[config.mk]
export PLATFORM = sky130hd
export DESIGN_NAME = proc_feeder_flat
export DESIGN_NICKNAME = d
export VERILOG_FILES = /design/src/rtl/proc_feeder_if.sv /design/src/rtl/proc_feeder.sv /design/src/flat_wrapper.sv
export SDC_FILE = /design/constraint.sdc
export NUM_CORES = 1
export LEC_CHECK = 0
export ABC_AREA = 1
export CORE_ASPECT_RATIO = 0.8
export CORE_UTILIZATION = 45
export DETAILED_ROUTE_END_ITERATION = 10
export MAX_ROUTING_LAYER = met4
export PLACE_DENSITY = 0.59
export SLEW_MARGIN = 10
export SYNTH_ARGS = -nofsm -noshare
export SYNTH_HDL_FRONTEND = slang
export SYNTH_SLANG_ARGS = --single-unit
[constraint.sdc]
create_clock -name Clock -period 5.1 [get_ports Clock]
set_clock_uncertainty 0.15 [all_clocks]
set_input_delay 1.02 -clock Clock [delete_from_list [all_inputs] [get_ports Clock]]
set_output_delay 1.02 -clock Clock [all_outputs]
set_load 0.01 [all_outputs]
[src/rtl/proc_feeder_if.sv]
// Host and proc-side signals of the proc_feeder instruction sequencer.
// The feeder uses the master modport; the host/proc side uses slave.
interface proc_feeder_if #(
    parameter int AW = 5
);
    logic          WrEn;
    logic [AW-1:0] WrAddr;
    logic [8:0]    WrData;
    logic [AW:0]   Length;
    logic          Start;
    logic          Done;
    logic [8:0]    DIN;
    logic          Run;
    logic          Busy;
    logic          Finished;
    logic          Error;
    logic [AW:0]   PC;

    modport master (
        input  WrEn, WrAddr, WrData, Length, Start, Done,
        output DIN, Run, Busy, Finished, Error, PC
    );

    modport slave (
        output WrEn, WrAddr, WrData, Length, Start, Done,
        input  DIN, Run, Busy, Finished, Error, PC
    );
endinterface

[src/rtl/proc_feeder.sv]
// proc_feeder: drives the proc Run/Done interface from a host-loaded
// program memory. Each instruction is issued with a one-cycle Run pulse.
// An mvi immediate is presented on DIN during the following WAIT cycle.
// The next instruction is issued only after proc returns Done. Illegal
// opcodes, a truncated mvi and a Done timeout raise a sticky Error.
module proc_feeder #(
    parameter int AW  = 5,
    parameter int TMO = 4
) (
    input logic            Clock,
    input logic            Resetn,
    proc_feeder_if.master  bus
);

    typedef enum logic [1:0] {
        ST_IDLE  = 2'd0,
        ST_ISSUE = 2'd1,
        ST_WAIT  = 2'd2
    } state_t;

    localparam int          WDW     = $clog2(TMO + 1);
    localparam logic [AW:0] PC_ZERO = {(AW+1){1'b0}};
    localparam logic [AW:0] PC_ONE  = {{AW{1'b0}}, 1'b1};
    localparam logic [WDW-1:0] WD_ZERO = {WDW{1'b0}};
    localparam logic [WDW-1:0] WD_ONE  = {{(WDW-1){1'b0}}, 1'b1};
    localparam logic [WDW-1:0] WD_LAST = WDW'(TMO - 1);

    // Opcode 1xx is never acknowledged by proc.
    function automatic logic op_is_illegal(input logic [8:0] w);
        return w[8];
    endfunction

    // mvi carries its immediate in the following word.
    function automatic logic op_is_mvi(input logic [8:0] w);
        return (w[8:6] == 3'b001);
    endfunction

    state_t         state_r, state_s;
    logic [AW:0]    pc_r, pc_s;
    logic [AW:0]    len_r, len_s;
    logic [WDW-1:0] wd_r, wd_s;
    logic           fin_r, fin_s;
    logic           err_r, err_s;
    logic           run_s;
    logic [8:0]     din_s;
    logic [8:0]     word_s;
    logic [AW:0]    pc_inc_s;
    logic           last_s;

    logic [8:0]     mem_r [2**AW];

    assign word_s   = mem_r[pc_r[AW-1:0]];
    assign pc_inc_s = pc_r + PC_ONE;
    assign last_s   = (pc_inc_s == len_r);

    // Program memory: host writes only while the sequencer is idle; no reset.
    always_ff @(posedge Clock) begin
        if (bus.WrEn && (state_r == ST_IDLE)) begin
            mem_r[bus.WrAddr] <= bus.WrData;
        end
    end

    // State, pointer, watchdog and registered status flags.
    always_ff @(posedge Clock or negedge Resetn) begin
        if (!Resetn) begin
            state_r <= ST_IDLE;
            pc_r    <= PC_ZERO;
            len_r   <= PC_ZERO;
            wd_r    <= WD_ZERO;
            fin_r   <= 1'b0;
            err_r   <= 1'b0;
        end else begin
            state_r <= state_s;
            pc_r    <= pc_s;
            len_r   <= len_s;
            wd_r    <= wd_s;
            fin_r   <= fin_s;
            err_r   <= err_s;
        end
    end

    // Next-state logic and the combinational Run/DIN drive.
    always_comb begin
        state_s = state_r;
        pc_s    = pc_r;
        len_s   = len_r;
        wd_s    = wd_r;
        fin_s   = 1'b0;
        err_s   = err_r;
        run_s   = 1'b0;
        din_s   = 9'd0;
        case (state_r)
            ST_IDLE: begin
                if (bus.Start) begin
                    len_s = bus.Length;
                    pc_s  = PC_ZERO;
                    err_s = 1'b0;
                    wd_s  = WD_ZERO;
                    if (bus.Length == PC_ZERO) begin
                        fin_s   = 1'b1;
                        state_s = ST_IDLE;
                    end else begin
                        state_s = ST_ISSUE;
                    end
                end else begin
                    state_s = ST_IDLE;
                end
            end
            ST_ISSUE: begin
                din_s = word_s;
                // A trailing mvi has no immediate word to follow it.
                if (op_is_illegal(word_s) || (op_is_mvi(word_s) && last_s)) begin
                    err_s   = 1'b1;
                    state_s = ST_IDLE;
                end else begin
                    run_s   = 1'b1;
                    wd_s    = WD_ZERO;
                    state_s = ST_WAIT;
                    if (op_is_mvi(word_s)) begin
                        pc_s = pc_inc_s;
                    end else begin
                        pc_s = pc_r;
                    end
                end
            end
            ST_WAIT: begin
                // For mvi the pointer already sits on the immediate.
                din_s = word_s;
                if (bus.Done) begin
                    pc_s = pc_inc_s;
                    wd_s = WD_ZERO;
                    if (last_s) begin
                        fin_s   = 1'b1;
                        state_s = ST_IDLE;
                    end else begin
                        state_s = ST_ISSUE;
                    end
                end else if (wd_r == WD_LAST) begin
                    err_s   = 1'b1;
                    wd_s    = WD_ZERO;
                    state_s = ST_IDLE;
                end else begin
                    wd_s = wd_r + WD_ONE;
                end
            end
            default: begin
                state_s = ST_IDLE;
            end
        endcase
    end

    assign bus.DIN      = din_s;
    assign bus.Run      = run_s;
    assign bus.Busy     = (state_r != ST_IDLE);
    assign bus.Finished = fin_r;
    assign bus.Error    = err_r;
    assign bus.PC       = pc_r;

endmodule

[src/flat_wrapper.sv]
// flat-port wrapper written by rule: the top's interface ports become plain ports
module proc_feeder_flat 
#(
    parameter int AW  = 5,
    parameter int TMO = 4
)
  (Clock, Resetn, bus_WrEn, bus_WrAddr, bus_WrData, bus_Length, bus_Start, bus_Done, bus_DIN, bus_Run, bus_Busy, bus_Finished, bus_Error, bus_PC);
  proc_feeder_if #(.AW(AW)) bus_i ();
  input logic Clock;
  input logic Resetn;
  input wire logic [$bits(bus_i.WrEn)-1:0] bus_WrEn;
  input wire logic [$bits(bus_i.WrAddr)-1:0] bus_WrAddr;
  input wire logic [$bits(bus_i.WrData)-1:0] bus_WrData;
  input wire logic [$bits(bus_i.Length)-1:0] bus_Length;
  input wire logic [$bits(bus_i.Start)-1:0] bus_Start;
  input wire logic [$bits(bus_i.Done)-1:0] bus_Done;
  output wire logic [$bits(bus_i.DIN)-1:0] bus_DIN;
  output wire logic [$bits(bus_i.Run)-1:0] bus_Run;
  output wire logic [$bits(bus_i.Busy)-1:0] bus_Busy;
  output wire logic [$bits(bus_i.Finished)-1:0] bus_Finished;
  output wire logic [$bits(bus_i.Error)-1:0] bus_Error;
  output wire logic [$bits(bus_i.PC)-1:0] bus_PC;
  assign bus_i.WrEn = bus_WrEn;
  assign bus_i.WrAddr = bus_WrAddr;
  assign bus_i.WrData = bus_WrData;
  assign bus_i.Length = bus_Length;
  assign bus_i.Start = bus_Start;
  assign bus_i.Done = bus_Done;
  assign bus_DIN = bus_i.DIN;
  assign bus_Run = bus_i.Run;
  assign bus_Busy = bus_i.Busy;
  assign bus_Finished = bus_i.Finished;
  assign bus_Error = bus_i.Error;
  assign bus_PC = bus_i.PC;
  proc_feeder #(.AW(AW), .TMO(TMO)) u_core (.Clock(Clock), .Resetn(Resetn), .bus(bus_i));
endmodule
======== Word-level counts from Yosys, hierarchy flattened ========
Memories as Yosys holds them, arrays and structs flattened.
Index checks and enable logic that the tools add are counted.
storage, ports and cells
  memories kept ........................... 1
  memory bits (writable) .................. 288
  output and inout port bits .............. 19
  word-level logic and storage cells ...... 66
  register bits ........................... 19
cells by class
  reductions and logical operators ........ 12
  equality and inequality tests ........... 13
  add/sub/neg operators ................... 2
  muxes and demuxes ....................... 32
memory list
  memory        depth  bits a word  read ports  clocked after memory_dff  wr ports  RTL line           RTL
  u_core.mem_r  32     9            1           0                         1         proc_feeder.sv:50  logic [8:0] mem_r [2**AW];
operators by type and width
  kind                                                             number
  6-bit 2-to-1 mux                                                 4
  6-bit one-hot mux with 3 select lines                            1
  1-bit 2-to-1 mux                                                 15
  3-bit 2-to-1 mux                                                 4
  5-bit AND reduction                                              2
  9-bit 2-to-1 mux                                                 1
  3-bit one-hot mux with 3 select lines                            1
  2-bit != test, second input constant                             4
  6-bit by 1-bit adder with 6-bit output, second input constant    1
  6-bit == test                                                    1
  6-bit logical NOT                                                1
  2-bit 2-to-1 mux                                                 3
  2-bit by 1-bit != test with 1-bit output, second input constant  3
  2-bit one-hot mux with 3 select lines                            1
  3-bit by 1-bit adder with 3-bit output, second input constant    1
  3-bit by 1-bit == test with 1-bit output, second input constant  1
  3-bit by 2-bit == test with 1-bit output, second input constant  1
  3-bit by 2-bit != test with 1-bit output, second input constant  1
  1-bit one-hot mux with 3 select lines                            1
  3-bit AND reduction                                              1
  3-bit nonzero test                                               1
  2-bit by 1-bit == test with 1-bit output, second input constant  1
  2-bit == test, second input constant                             1
  1-bit logical AND                                                2
  other kinds (6)                                                  6

======== Depth between registers and ports, before layout ========
Gate-level depths: netlist of the first run.
  depth in word-level cells ............... 6
  mapped depth ............................ 16
  mapped depth without buffers ............ 15

======== Least setup slack after synthesis of the first run ========
Ideal clock, no wire load.
  kind .................................... reg2out
  start point ............................. reg u_core.pc_r[0] (netlist: u_core.bus.PC[0])
  end point ............................... out bus_DIN[1]
  setup slack ............................. 2115 ps
  data arrival time ....................... 1815 ps
  stages on the path, launching flop included .. 11
  data required time ...................... 3930 ps
  buffers on the path ..................... 3
  cell sequence ........................... dfrtp_1 > buf_6 > inv_4 > buf_4 > clkbuf_1 > nor2_1 > o22ai_1 > nor2_1 > o32ai_1 > nor2_1 > nor2_1
on the way
  cells in the longest elaborated chain, start to end .. 2
RTL lines
  what                      RTL line            RTL
  start: declaration        proc_feeder.sv:39   logic [AW:0] pc_r, pc_s;
  start signal: assignment  proc_feeder.sv:74   pc_r <= pc_s;
  memory read 32 x 9 bit    --
  9-bit 2-to-1 mux          proc_feeder.sv:92   case (state_r)
  end: declaration          flat_wrapper.sv:17  output wire logic [$bits(bus_i.DIN)-1:0] bus_DIN;
Every way passes these cells.

======== Final worst setup path of the first run ========
  start point ............................. reg u_core.pc_r[1] (netlist: u_core.bus.PC[1])
  end point ............................... out bus_DIN[0]
Same word-level chain as after synthesis.

==> out/results.ini, run 1 <==
[grt]
grt_pass1_vias=7894
antenna_found_initial=0
grt_pass1_wl_um=49220
overflow=0
grt_max_degree=152
grt_util_all_layers=0.2313

[critical_path]
cp_cell_sequence=inv_2, buf_12, o21ai_0, o22ai_1, o21ai_0, o22ai_1, nor2_1, nor2_1, clkdlybuf4s50_1
critPathRequiredTime_ps=3930
crit_type=flop to output port
crit_path_end_kind=output port
cp_slowest_stage_delay_ps=590
start_kind=flop
cpMaxStageDelayCell=dfrtp_2
cp.arrival_ps=3410
worstPathMaxFanout=68
crit_family=buffers and inverters
cp_num_buf_inv=3

[synth]
synth-simple-area-share=0.1473
muxShareOfSynthArea=0.002629
ys_ff_latch=307
synth_compound_area_frac=0.09133
synth_common_cells=288 x edfxtp_1, 185 x nand2_1, 184 x nor2_1, 125 x o21ai_0, 84 x nand3_1
syn_inst=1110
ys.flop_type=edfxtp_1
yosys.cell_count.top_type=edfxtp_1
ys_warn_count=0
avgSynthCellArea_sq_um=11.58
synth_area_leaders=edfxtp_1 67%, nand2_1 5.4%, nor2_1 5.4%
synth_edf_count=288
ys_async_sr_fraction=0.06189
synth-adder-area-share=0.005842
yosysTopAreaCell=edfxtp_1
syn_nets=1141
synth_top_family_by_area=simple AND/OR/NAND/NOR gates
synth_top_area_share=0.6730
synthXorXnorAreaFrac=0.0006815
synth_cell_types=34
yosysSeqAreaShare=0.7100
synth_area_sq_mm=0.01285

[placed_design]
gp_congestion=0.8374
dp_hpwl_um=19610
placed_cells=1475
io_buffers=43

[floorplanning]
die_y_um=153.2
die_w_um=190.9
dieArea_sq_mm=0.02924
start_util=0.4650
rows=54
core-area_sq_mm=0.02763
ios=44

[clock_tree]
cts_tree=done
path_clk_slew_ps=70
clockBufferDepth=3
cts_root_buf=clkbuf_16
cts_buffers=30
post_cts_resized=0
cts_sinks=307
clk_latency_ps=560
hold_buffers=0
cts.htree.levels=1
postCtsSetupBuffers=0

[timing]
post-route-min-period_ps=4577
tightest_slew_ps=1194
maxSlewViolCount=0
rsz0062_at_grt=false
setup_viol=0
fin_setup_tns_ps=0
fin_crit_sh=0.8975
relSlewSlack=0.2017
fmax_ghz=0.2185
final_hold_viol_count=0

[drt]
drtPass1Iterations=5
initialDrtViolationCount=734
routed_via_density=5.575
wl_per_cell_um=21.23
wl_um=32380
vias=8502
antenna_left=0
drc=0

[power_and_ir_drop]
p_seq_frac=0.413
vdd_drop_max_uv=310.7
power_density_mw_per_mm2=485.8
power_leakage_uw=0.005108
power_frac_comb=0.297
p_sw_frac=0.3397
total_power_uw=7025
p_clk_frac=0.290
intPower_uw=4638
power_switching_uw=2387

[finish]
antenna_cells=0
final_nets=1174
drive_gt1_frac=0.06460
stdcell_count=1525
area_growth_pct=12.52

[status]
outcome=finished, final reports clean

[flow_run]
maxCapViolations=0

[min_path]
worst_hold_path_type=flop to flop

## power by group through the flow
stage	Sequential [uW]	Clock [uW]	Combinational (uW)
6_report	2900	2040	2080
5_1_grt	2910	2160	2310
4_1_cts	2900	2070	2080
3_5_place_dp	2950	0	2070
3_3_place_gp	2950	0	2050
2_1_floorplan	2920	0	1370
## sequential cells by signal (all words and copies together) (netlist names)
| register | flops |
|---|---|
| u_core.state_r | 2 |
| u_core.wd_r | 3 |
| u_core.bus.Finished | 1 |
| u_core.bus.Error | 1 |
| u_core.bus.PC | 6 |
| u_core.mem_r | 288 |
| u_core.len_r | 6 |
## metrics by stage
step                      area (sq um)  hold WS [ps]    util  setup slack, ps
final                            14460         340.7  0.5233            522.8
after global routing             14460         403.3  0.5233            311.4
after CTS                        14460         341.9  0.5233            510.5
after detailed placement         13580         326.2  0.4916             1097
after global placement           13580         327.0  0.4916             1161
after floorplan                  12850         307.0       -             2115
## placed cells by master, fill, tap and decap left out, types with 6 or more instances in the layout
| cell | count |
|---|---|
| edfxtp_1 | 288 |
| nand2_1 | 185 |
| nor2_1 | 184 |
| o21ai_0 | 125 |
| nand3_1 | 84 |
| o22ai_1 | 59 |
| inv_1 | 50 |
| clkdlybuf4s50_1 | 43 |
| clkbuf_16 | 30 |
| dfrtp_1 | 17 |
| buf_4 | 15 |
| o21ai_1 | 11 |
| a21oi_1 | 9 |
| clkinv_1 | 7 |
| ha_1 | 6 |
| clkbuf_1 | 6 |
## routing by layer
layer / wire length (um) / up-vias / GRT usage / part of all wire
met3: 2461 / 55 / 0.04524 / 0.076
met5: 0 / - / - / 0
li1: - / 3989 / - / -
met4: 733 / 0 / 0.05752 / 0.023
met2: 14230 / 282 / 0.3249 / 0.44
met1: 14950 / 4176 / 0.3433 / 0.46
## kinds of logic (layout without fill, tap and decap cells)
family                   after synthesis  count (layout)
XOR/XNOR                               1               1
multiplexers                           3               3
AO/OA/AOI/OAI                        211             211
AND/OR/NAND/NOR                      466             466
buffers and inverters                116             167
adder cells (fa/ha/maj)                6               6
flip-flops                           307             307
## final timing paths
check	from	endpoint	slack, ps	cells after the start
min reg2reg	u_core.bus.Error$_DFFE_PN0P_	u_core.bus.Error$_DFFE_PN0P_	340	2
max	u_core.bus.PC[1]$_DFFE_PN0P_	bus_DIN[0]	520	9
max reg2reg	u_core.bus.PC[0]$_DFFE_PN0P_	u_core.bus.PC[4]$_DFFE_PN0P_	2120	13
min in group asynchronous	Resetn	u_core.bus.PC[4]$_DFFE_PN0P_	830	1
max in group asynchronous	Resetn	u_core.bus.PC[0]$_DFFE_PN0P_	3300	1
min	u_core.bus.Error$_DFFE_PN0P_	u_core.bus.Error$_DFFE_PN0P_	340	2
## worst min-delay path: stages (launching register included)
cell     delay (ps)
dfrtp_1         350
nand2_1          50
o21ai_0          60
## final cells by class
class                   instances  area (sq um)
repair buffers                 61         603.1
multi-input cells             687          3184
clock inverters                14         102.6
flip-flops and latches        307          9129
fillers                      2381         13170
well taps                     364         455.4
clock buffers                  36         773.2
inverters                      56         212.7
Note: power is estimated with default switching activity, not from simulation.
==> run 2, diff against run 1 <==
- CAP_MARGIN: not set -> 10
- MAX_ROUTING_LAYER: met4 -> not set
==> out/results.ini, run 2 (synthesized netlist as in run 1, its figures left out) <==
[timing]
rsz0062_at_grt=false
relSlewSlack=0.1994  ; -0.002292
holdWs_ps=340.7  ; -0.007000 ps
maxSlewViolCount=0  ; unchanged
fmax_ghz=0.2165  ; -0.88%
fin_crit_sh=0.9055  ; +0.007997
final_hold_viol_count=0  ; unchanged
setup_viol=0  ; unchanged
setup_ws_ps=482.0  ; -40.79 ps
tightest_slew_ps=1197  ; +3.426 ps
fin_setup_tns_ps=0  ; unchanged
post-route-min-period_ps=4618  ; +40.78 ps

[finish]
layout_common_cells=288 x edfxtp_1, 185 x nand2_1, 184 x nor2_1
fillers=2381  ; unchanged
stdcell_count=1525  ; unchanged
regMostFlops=u_core.mem_r
drive_gt1_frac=0.06460  ; unchanged
seqCellArea_sq_mm=0.009129  ; unchanged
final_nets=1174  ; unchanged
multi_input_area_sq_mm=0.003184  ; unchanged
antenna_cells=0  ; unchanged
area_growth_pct=12.52  ; unchanged
final_common_cell=edfxtp_1
largest_reg_flops=288  ; unchanged

[critical_path]
crit_path_end_kind=output port
cp.arrival_ps=3450  ; +40 ps
crit_type=flop to output port
timing.rr.start=u_core.bus.PC[0]$_DFFE_PN0P_
start_kind=flop
critPathRequiredTime_ps=3930  ; about the same
worstPathMaxFanout=151  ; +120%
reg2regPathDepth=13  ; unchanged
rrSetupSlack_ps=2130  ; about the same
worst_r2r_endpoint=u_core.bus.PC[4]$_DFFE_PN0P_

[clock_tree]
clk_latency_ps=560  ; about the same
post_cts_resized=0  ; unchanged
path_clk_slew_ps=70  ; about the same
postCtsSetupBuffers=0  ; unchanged
cts_sinks=307  ; unchanged
hold_buffers=0  ; unchanged
cts.htree.levels=1  ; unchanged
cts_root_buf=clkbuf_16
cts_tree=done
cts_buffers=30  ; unchanged
clockBufferDepth=3  ; unchanged

[placed_design]
io_buffers=43  ; unchanged
gp_congestion=0.8250  ; -1.5%
placed_cells=1475  ; unchanged
dp_slack_ps=1097  ; unchanged
dp_hpwl_um=19610  ; unchanged

[drt]
drc=0  ; unchanged
initialDrtViolationCount=762  ; +3.8%
wl_per_cell_um=21.19  ; -0.21%
vias=8546  ; +0.52%
drtPass1Iterations=5  ; unchanged
routed_via_density=5.604  ; +0.52%
antenna_left=0  ; unchanged
wl_um=32310  ; -0.21%

[min_path]
min_path_cells=2  ; unchanged
worst_hold_path_type=flop to flop
min_to=u_core.bus.Error$_DFFE_PN0P_
hold_path_startpoint=u_core.bus.Error$_DFFE_PN0P_

[grt]
grt_max_degree=152  ; unchanged
overflow=0  ; unchanged
grt_pass1_vias=7897  ; +0.038%
antenna_found_initial=0  ; unchanged
grt_util_all_layers=0.2244  ; -0.006873
grt_pass1_wl_um=49230  ; about the same

[floorplanning]
dieArea_sq_mm=0.02924  ; unchanged
start_util=0.4650  ; unchanged
die_w_um=190.9  ; unchanged
core-area_sq_mm=0.02763  ; unchanged
rows=54  ; unchanged
ios=44  ; unchanged
die_y_um=153.2  ; unchanged

[flow_run]
maxCapViolations=0  ; unchanged

[power_and_ir_drop]
vdd_drop_max_uv=312.9  ; +0.73%
power_density_mw_per_mm2=485.6  ; about the same
total_power_uw=7021  ; about the same
power_leakage_uw=0.005108  ; unchanged

[status]
outcome=finished, final reports clean

-- run 2: cell counts in the layout (fill, tap and decap cells not counted) --
No cell type changed its count.
-- run 2: worst max path at each step --
stage | from | end | depth (start not counted)
after floorplan | u_core.bus.PC[0]$_DFFE_PN0P_ | bus_DIN[1] | 10
after global placement | u_core.bus.PC[0]$_DFFE_PN0P_ | bus_DIN[1] | 9
after detailed placement | u_core.bus.PC[0]$_DFFE_PN0P_ | bus_Run | 12
after CTS | u_core.bus.PC[0]$_DFFE_PN0P_ | bus_Run | 12
after global routing | u_core.bus.PC[0]$_DFFE_PN0P_ | bus_Run | 12
final | u_core.bus.PC[0]$_DFFE_PN0P_ | bus_DIN[0] | 8
-- run 2: power by group --
group          internal (uW)  switching [uW]  total (uW)
clock network           1120             914        2040
logic                    682            1400        2080
registers               2840            65.3        2900
total                   4640            2380        7020
-- run 2: critical path, cell delays in order (launching register included) --
cell	delay, ps
dfrtp_4	440
buf_12	480
o21ai_0	210
o22ai_1	220
o21ai_0	250
o22ai_1	350
nor2_1	80
nor2_1	200
clkdlybuf4s50_1	570
-- run 2: routing by layer --
layer	track usage	up-vias	part of all wire
met5	0	-	0
met4	0.05752	0	0.023
met3	0.04546	54	0.079
met2	0.3245	324	0.44
met1	0.3438	4177	0.46
li1	-	3991	-
-- run 2: layout make-up --
| type | count | share of cell area |
|---|---|---|
| clock buffer | 36 | 0.05347 |
| clock inverter | 14 | 0.007095 |
| inverter | 56 | 0.01471 |
| multi-input combinational | 687 | 0.2202 |
| sequential | 307 | 0.6313 |
| tap | 364 | 0.03150 |
| timing repair buffer | 61 | 0.04171 |
-- run 2: metrics by stage --
step           area, sq um    util
3_5_place_dp         13580  0.4916
5_1_grt              14460  0.5233
6_report             14460  0.5233
3_3_place_gp         13580  0.4916
2_1_floorplan        12850       -
4_1_cts              14460  0.5233
